[config.mk]
export PLATFORM = sky130hd
export DESIGN_NAME = fft_out_serializer
export DESIGN_NICKNAME = d
export VERILOG_FILES = /design/src/rtl/fft_pkg.sv /design/src/rtl/fft_frame_bank.sv /design/src/rtl/fft_out_serializer.sv
export SDC_FILE = /design/constraint.sdc
export NUM_CORES = 1
export LEC_CHECK = 0
export ABC_CLOCK_PERIOD_IN_PS = 9950
export CORE_ASPECT_RATIO = 1.2
export CORE_UTILIZATION = 56
export DETAILED_ROUTE_END_ITERATION = 8
export GPL_ROUTABILITY_DRIVEN = 0
export PLACE_DENSITY = 0.8
export SLEW_MARGIN = 20
export SYNTH_ARGS = -nofsm -noshare
export SYNTH_HDL_FRONTEND = slang
export SYNTH_HIERARCHICAL = 1
export SYNTH_SLANG_ARGS = --single-unit
[constraint.sdc]
create_clock -name clk -period 9.95 [get_ports clk]
set_clock_uncertainty 0.05 [all_clocks]
set_input_delay 0.995 -clock clk [delete_from_list [all_inputs] [get_ports clk]]
set_output_delay 0.995 -clock clk [all_outputs]
set_load 0.005 [all_outputs]
[src/rtl/fft_pkg.sv]
// Shared constants, complex sample type and radix-4 digit reversal for the FFT output path.
package fft_pkg;

    localparam int DATA_W = 16;
    localparam int NPOINT = 16;
    localparam int IDX_W  = 4;

    typedef struct packed {
        logic signed [DATA_W-1:0] re;
        logic signed [DATA_W-1:0] im;
    } complex_t;

    // Swaps the two base-4 digits of a bin index.
    function automatic logic [IDX_W-1:0] digit_rev4(input logic [IDX_W-1:0] i);
        return {i[1:0], i[3:2]};
    endfunction

endpackage

[src/rtl/fft_frame_bank.sv]
// One frame of NPOINT complex bins: parallel load, cleared on reset, indexed combinational read.
module fft_frame_bank
    import fft_pkg::*;
(
    input  logic                     clk,
    input  logic                     reset,
    input  logic                     load,
    input  logic [NPOINT*DATA_W-1:0] in_re,
    input  logic [NPOINT*DATA_W-1:0] in_im,
    input  logic [IDX_W-1:0]         rd_addr,
    output complex_t                 rd_data
);

    complex_t mem [NPOINT];

    always_ff @(posedge clk) begin
        if (reset) begin
            for (int s = 0; s < NPOINT; s++) begin
                mem[s] <= '0;
            end
        end else if (load) begin
            for (int s = 0; s < NPOINT; s++) begin
                mem[s].re <= in_re[s*DATA_W +: DATA_W];
                mem[s].im <= in_im[s*DATA_W +: DATA_W];
            end
        end
    end

    assign rd_data = mem[rd_addr];

endmodule

[src/rtl/fft_out_serializer.sv]
// Ping-pong frame buffer that streams 16 parallel FFT bins one per cycle over valid/ready.
// Define FFT_DIGIT_REVERSE_EN to emit bins in natural order from the core's digit-reversed output.
module fft_out_serializer
    import fft_pkg::*;
(
    input  logic                     clk,
    input  logic                     reset,
    input  logic                     frame_valid,
    output logic                     frame_ready,
    input  logic [NPOINT*DATA_W-1:0] in_re,
    input  logic [NPOINT*DATA_W-1:0] in_im,
    output logic                     out_valid,
    input  logic                     out_ready,
    output logic [DATA_W-1:0]        out_re,
    output logic [DATA_W-1:0]        out_im,
    output logic [IDX_W-1:0]         out_index,
    output logic                     out_last,
    output logic                     frame_drop
);

    localparam logic [IDX_W-1:0] LAST_IDX = IDX_W'(NPOINT - 1);

    logic [1:0]       bank_full;
    logic             wr_sel;
    logic             rd_sel;
    logic [IDX_W-1:0] rd_idx;
    logic [IDX_W-1:0] rd_slot;
    logic             capture;
    logic             transfer;
    complex_t         rd_data0;
    complex_t         rd_data1;
    complex_t         rd_data;

    assign frame_ready = !bank_full[wr_sel];
    assign capture     = frame_valid && frame_ready;
    assign out_valid   = bank_full[rd_sel];
    assign transfer    = out_valid && out_ready;

`ifdef FFT_DIGIT_REVERSE_EN
    assign rd_slot = digit_rev4(rd_idx);
`else
    assign rd_slot = rd_idx;
`endif

    fft_frame_bank u_bank0 (
        .clk     (clk),
        .reset   (reset),
        .load    (capture && !wr_sel),
        .in_re   (in_re),
        .in_im   (in_im),
        .rd_addr (rd_slot),
        .rd_data (rd_data0)
    );

    fft_frame_bank u_bank1 (
        .clk     (clk),
        .reset   (reset),
        .load    (capture && wr_sel),
        .in_re   (in_re),
        .in_im   (in_im),
        .rd_addr (rd_slot),
        .rd_data (rd_data1)
    );

    assign rd_data   = rd_sel ? rd_data1 : rd_data0;
    assign out_re    = rd_data.re;
    assign out_im    = rd_data.im;
    assign out_index = rd_idx;
    assign out_last  = out_valid && (rd_idx == LAST_IDX);

    // Capture and final drain can hit the same edge; they always target different banks.
    always_ff @(posedge clk) begin
        if (reset) begin
            bank_full  <= 2'b00;
            wr_sel     <= 1'b0;
            rd_sel     <= 1'b0;
            rd_idx     <= '0;
            frame_drop <= 1'b0;
        end else begin
            frame_drop <= frame_valid && !frame_ready;
            if (capture) begin
                bank_full[wr_sel] <= 1'b1;
                wr_sel            <= ~wr_sel;
            end
            if (transfer) begin
                rd_idx <= rd_idx + 1'b1;
                if (rd_idx == LAST_IDX) begin
                    bank_full[rd_sel] <= 1'b0;
                    rd_sel            <= ~rd_sel;
                end
            end
        end
    end

endmodule

==> results.cfg, run 1 <==
[detailed_routing]
first_iter_violations = 3137
wl_per_cell_um = 27.64
drc = 0
postRouteAntennaNets = 0
via_count = 26740
vias_per_cell = 6.004
drtPass1Iterations = 6
routed_wl_mm = 123.1

[clock_tree]
cts_max_level = 3
post_cts_buffers = 0
numCtsBuffers = 100
clk-insertion-delay-late_ns = 0.66
cts_hold_buf = 0
cts.sinks = 1033
clock_path_buffers = 3
ctsResizeCount = 0
clock-root-buffer = clkbuf_16
cts_tree = done
clk_pin_slew_ns = 0.06

[finish]
nFillCells = 5273
area_growth_pct = 21.40
final_cells = 4453
nets = 3797
drive_gt1_share_pct = 14.40
postLayoutCellArea_um2 = 55610

[sta]
finalSetupTns_ns = 0
setup_violations = 0
slew_viol_final = 0
rsz0062_at_grt = no
post-route-min-period_ns = 6.004
slew_headroom_pct = 24.57
hold_ws_ns = 0.4868
finalCritPeriodShare_pct = 60.34
timing.fmax_ghz = 0.1666
finalHoldViolations = 0
setup_slack_ns = 3.946
worstMarginPinSlew_ns = 1.131

[synthesis]
yosysTopAreaCell = edfxtp_1
synthCells = 2789
yosys_warnings = 6
synthArstFlopShare_pct = 0
synthFlopType = edfxtp_1
synth.top_cell.area_share_pct = 67.13
synth_edf_count = 1024
synth.most_common_cell = edfxtp_1
synthesis.nets = 3306
yosys-top-cells-count = edfxtp_1 (1,024), and2_1 (642), nor2b_1 (390)
ys_top_cells_by_area = edfxtp_1 (67%), mux4_2 (13%), and2_1 (8.8%), nor2b_1 (5.3%), a22oi_1 (2.1%)
netlist_area_um2 = 45810
ys_ff_latch = 1033
syn_avg_cell_area_um2 = 16.42
synth.distinct_cells = 27
seq_area_frac_synth_pct = 67.52

[floorplan]
ios = 556
die_h_um = 315.3
std_cell_rows = 114
start_util_pct = 56.74
core_area_um2 = 80730
dieArea_um2 = 82950
dieWidth_um = 263.1

[placement]
place_area_um2 = 52240
place_inst = 4222
portBuffers = 555
pre_cts_ws_ns = 4.527
dp_hpwl_mm = 80.69

[flow_run]
drv_cap = 0

[worst_setup_path]
cp.required_ns = 8.91
critPathLaunchType = register
crit_arrival_ns = 4.96
cp_max_fo = 43
path_class = register to primary output
end_kind = primary output

[global_route]
grt-ovfl-total = 0
grt_use_total_pct = 29.42
grt_antenna_before_repair = 70
grt_pass1_wl_mm = 176.1
grt_pass1_vias = 27540
grt_max_degree = 177

[worst_hold_path]
hp-class = register to register

[power_and_ir_drop]
irDropWorstVdd_uv = 143.1
power_leakage_uw = 0.01965
powerDensity_nw_per_um2 = 181.6

[run_status]
status = completed
-- sequential cells by signal, indices dropped and copies added, names as in the netlist --
name,flops
u_bank0/mem,512
frame_drop,1
out_index,4
rd_sel,1
bank_full,2
wr_sel,1
u_bank1/mem,512
-- metal layers --
metal | wire length [um] | global-route usage [%] | vias to the layer above
li1 | - | - | 11460
met1 | 47920 | 39.47 | 13620
met2 | 57620 | 45.32 | 1347
met3 | 11530 | 6.998 | 277
met4 | 5740 | 15.31 | 38
met5 | 254 | 0 | -
-- metrics by stage --
| stage | total power (uW) | utilization, % |
|---|---|---|
| 6_report | 10100 | 68.88 |
| 4_1_cts | 10150 | 68.70 |
| 2_1_floorplan | 5964 | - |
| 5_1_grt | 10390 | 68.87 |
| 3_5_place_dp | 6382 | 64.70 |
| 3_3_place_gp | 6320 | 64.66 |
-- critical path, cell delays in order (launching register included) --
cell and delay (ns):
dfxtp_4 0.80, buf_4 0.80, buf_4 0.82, mux4_2 0.60, a22oi_1 0.34, nand2_1 0.10, mux2_2 0.28, clkdlybuf4s50_1 0.45
-- power by group --
part | internal (uW) | leakage [uW] | total [uW] | switching, uW
logic | 522 | 0.00721 | 993 | 471
registers | 5200 | 0.0109 | 5310 | 105
clock network | 2200 | 0.00158 | 3800 | 1600
-- path summary, 6_finish.rpt --
| kind | startpoint | end | slack [ns] | cells past startpoint |
|---|---|---|---|---|
| worst max-delay path | out_index[0] | out_im[9] | 3.95 | 7 |
| worst min-delay path | bank_full[1] | rd_sel | 0.49 | 1 |
| worst max register to register | wr_sel | u_bank0/mem[14][7] | 6.36 | 4 |
| worst min register to register | bank_full[1] | rd_sel | 0.49 | 1 |
-- cell type report --
cell class                 instances  area, um2  area share (%)
sequential                      1033      30940           55.63
clock buffer                     123       2653           4.770
timing repair buffer             592       5911           10.63
tap                             1044       1306           2.349
inverter                           5      18.77         0.03375
multi-input combinational       1548      14070           25.30
antenna                           54      135.1          0.2430
clock inverter                    54      576.8           1.037
-- placed cells by master (no fill, tap or decap), drive strengths merged, types with 2 or more instances in the layout --
cell type and count:
a21oi 8, a22oi 128, and2 642, buf 38, bufinv 12, clkbuf 123, clkdlybuf4s50 554, clkinv 36
clkinvlp 3, dfxtp 9, diode 54, edfxtp 1024, inv 8, mux2 32, mux2i 2, mux4 256
nand2 65, nand3b 2, nand4 2, nor2 4, nor2b 390, nor3b 2, o21ai 6, or2 2
or3 3
-- kinds of logic (layout without fill, tap and decap cells) --
group           after synthesis  in the layout  share of synthesized area (%)
simple gates               1114           1114                          14.85
flops                      1033           1033                          67.52
mux                         290            290                          13.42
buf+inv                     208            774                          1.907
compound gates              143            143                          2.270
fa+ha+maj                     1              1                        0.02731
other cells                   0             54                              0
Power figures use the tool's default switching activity.
==> inputs of run 2 (changes only) <==
--- a/config.mk
+++ b/config.mk
@@ -5,12 +5,12 @@
 export SDC_FILE = /design/constraint.sdc
 export NUM_CORES = 1
 export LEC_CHECK = 0
-export ABC_CLOCK_PERIOD_IN_PS = 9950
+export ABC_CLOCK_PERIOD_IN_PS = 5000
 export CORE_ASPECT_RATIO = 1.2
-export CORE_UTILIZATION = 56
+export CORE_UTILIZATION = 51
 export DETAILED_ROUTE_END_ITERATION = 8
 export GPL_ROUTABILITY_DRIVEN = 0
-export PLACE_DENSITY = 0.8
+export PLACE_DENSITY = 0.77
 export SLEW_MARGIN = 20
 export SYNTH_ARGS = -nofsm -noshare
 export SYNTH_HDL_FRONTEND = slang
==> constraint.sdc (replaced) <==
create_clock -name clk -period 5 [get_ports clk]
set_clock_uncertainty 0.05 [all_clocks]
set_input_delay 0.5 -clock clk [delete_from_list [all_inputs] [get_ports clk]]
set_output_delay 0.5 -clock clk [all_outputs]
set_load 0.005 [all_outputs]
==> run 2 against run 1 <==
  * Setup slack lost 3.5 ns
  * Utilization shrank 6.0 points
  * Cell count grew 2.6%
  * Combinational power grew 110%
  * Non-clock buffer count grew 18
  * First-iteration DRC count shrank 1.3%
  * Cell area grew 0.66%
  * Routed wire length grew 1.6%
  * Critical path depth shrank 1
  * Clock-buffer cell count grew 8
  * Sequential power grew 100%
  * Global-route usage shrank 2.2 points
  * Critical path type unchanged
  * Highest routed layer unchanged
==> results.cfg, run 2 (same netlist as run 1, synthesis figures left out) <==
[run_status]
status = completed

[worst_setup_path]
end_kind = primary output
critPathBufInv = 2
cp_slowest_cell = nor2b_4
cp_max_fo = 19
crit_chain = nor2b_4 -> buf_4 -> a22oi_1 -> nand2_1 -> mux2_2 -> clkdlybuf4s50_1
crit_arrival_ns = 4.05
slowest_delay_ns = 0.93
path_class = register to primary output
r2r_end = u_bank0/mem[5][13]
setup.worst_path.start = out_index[3]
r2r_cells = 4
rr_startpoint = wr_sel
critPathLaunchType = register
path_delay_family = simple AND/OR/NAND/NOR gates
cp.required_ns = 4.45
r2r_slack_ns = 2.58

[global_route]
grt_antenna_before_repair = 37
grt_use_total_pct = 27.21
grt_pass1_wl_mm = 177.4
grt-ovfl-total = 0
grt_max_degree = 232
grt_pass1_vias = 27510

[worst_hold_path]
hp-class = primary input to register
whs_path_depth = 2
holdPathEnd = u_bank1/mem[13][31]
hold_start = reset

[clock_tree]
ctsResizeCount = 0
clock_path_buffers = 3
cts_tree = done
cts_max_level = 3
cts_hold_buf = 0
clk-insertion-delay-late_ns = 0.66
clk_pin_slew_ns = 0.06
post_cts_buffers = 0
numCtsBuffers = 98
clock-root-buffer = clkbuf_16
cts.sinks = 1033

[floorplan]
dieWidth_um = 275.6
ios = 556
core_area_um2 = 89040
std_cell_rows = 120
start_util_pct = 51.45
dieArea_um2 = 91030
die_h_um = 330.3

[detailed_routing]
wl_per_cell_um = 27.34
first_iter_violations = 3096
postRouteAntennaNets = 0
routed_wl_mm = 125.0
drc = 0
drtPass1Iterations = 6
vias_per_cell = 5.879
via_count = 26870

[power_and_ir_drop]
power_leakage_uw = 0.01974
power_uw = 19940
powerDensity_nw_per_um2 = 356.2
irDropWorstVdd_uv = 237.4

[finish]
area_growth_pct = 22.21
utilization_pct = 62.87
drive_gt1_share_pct = 14.45
final_common_cell = edfxtp_1
nets = 3813
layout_common_cells = edfxtp_1 (1,024), and2_1 (640), clkdlybuf4s50_1 (554), nor2b_1 (384), mux4_2 (256)

[sta]
worstMarginPinSlew_ns = 1.187
post-route-min-period_ns = 4.602
rsz0062_at_grt = no
finalHoldViolations = 0
finalSetupTns_ns = 0
setup_slack_ns = 0.3979
slew_headroom_pct = 20.84
setup_violations = 0
slew_viol_final = 0
finalCritPeriodShare_pct = 92.04
timing.fmax_ghz = 0.2173

[placement]
dp_hpwl_mm = 85.54
pre_cts_ws_ns = 1.109
portBuffers = 555

[flow_run]
drv_cap = 0
## run 2: layer usage
| layer | GRT usage (%) | up-vias | part of all wire, % |
|---|---|---|---|
| li1 | - | 11480 | - |
| met1 | 37.34 | 13790 | 39 |
| met2 | 42.20 | 1368 | 48 |
| met3 | 5.800 | 229 | 9.1 |
| met4 | 11.94 | 10 | 3.6 |
| met5 | 0 | - | 0.039 |
## run 2: through the flow
stage | instance area (um2) | cells | hold slack [ns]
2_1_floorplan | 45860 | 2789 | 0.4470
4_1_cts | 55890 | 4536 | 0.3948
5_1_grt | 55970 | 4566 | 0.4569
3_3_place_gp | 52770 | 4355 | 0.4649
6_report | 55980 | 4571 | 0.4036
3_5_place_dp | 52770 | 4355 | 0.4922
## run 2: final cells by class
| cell class | instances | area, um2 |
|---|---|---|
| Tap cell | 1159 | 1450 |
| Inverter | 5 | 18.77 |
| Multi-Input combinational cell | 1548 | 14080 |
| Clock buffer | 131 | 2618 |
| Sequential cell | 1033 | 30940 |
| Timing Repair Buffer | 610 | 6286 |
| Antenna cell | 35 | 87.58 |
| Clock inverter | 50 | 504.2 |
| Fill cell | 6243 | 33060 |
## run 2: worst max path at each step
stage | to | slack [ns] | depth (start not counted)
after floorplan | u_bank0/mem[0][0] | 0.01 | 2
final | out_im[14] | 0.40 | 6
after CTS | out_im[12] | 0.38 | 6
after global placement | out_im[12] | 1.13 | 6
after global routing | out_re[3] | 0.28 | 5
after detailed placement | out_im[12] | 1.11 | 6
## run 2: power breakdown
group	total [uW]	internal (uW)	switching, uW
registers	10600	10300	212
clock network	7320	4190	3130
logic	2070	1080	991
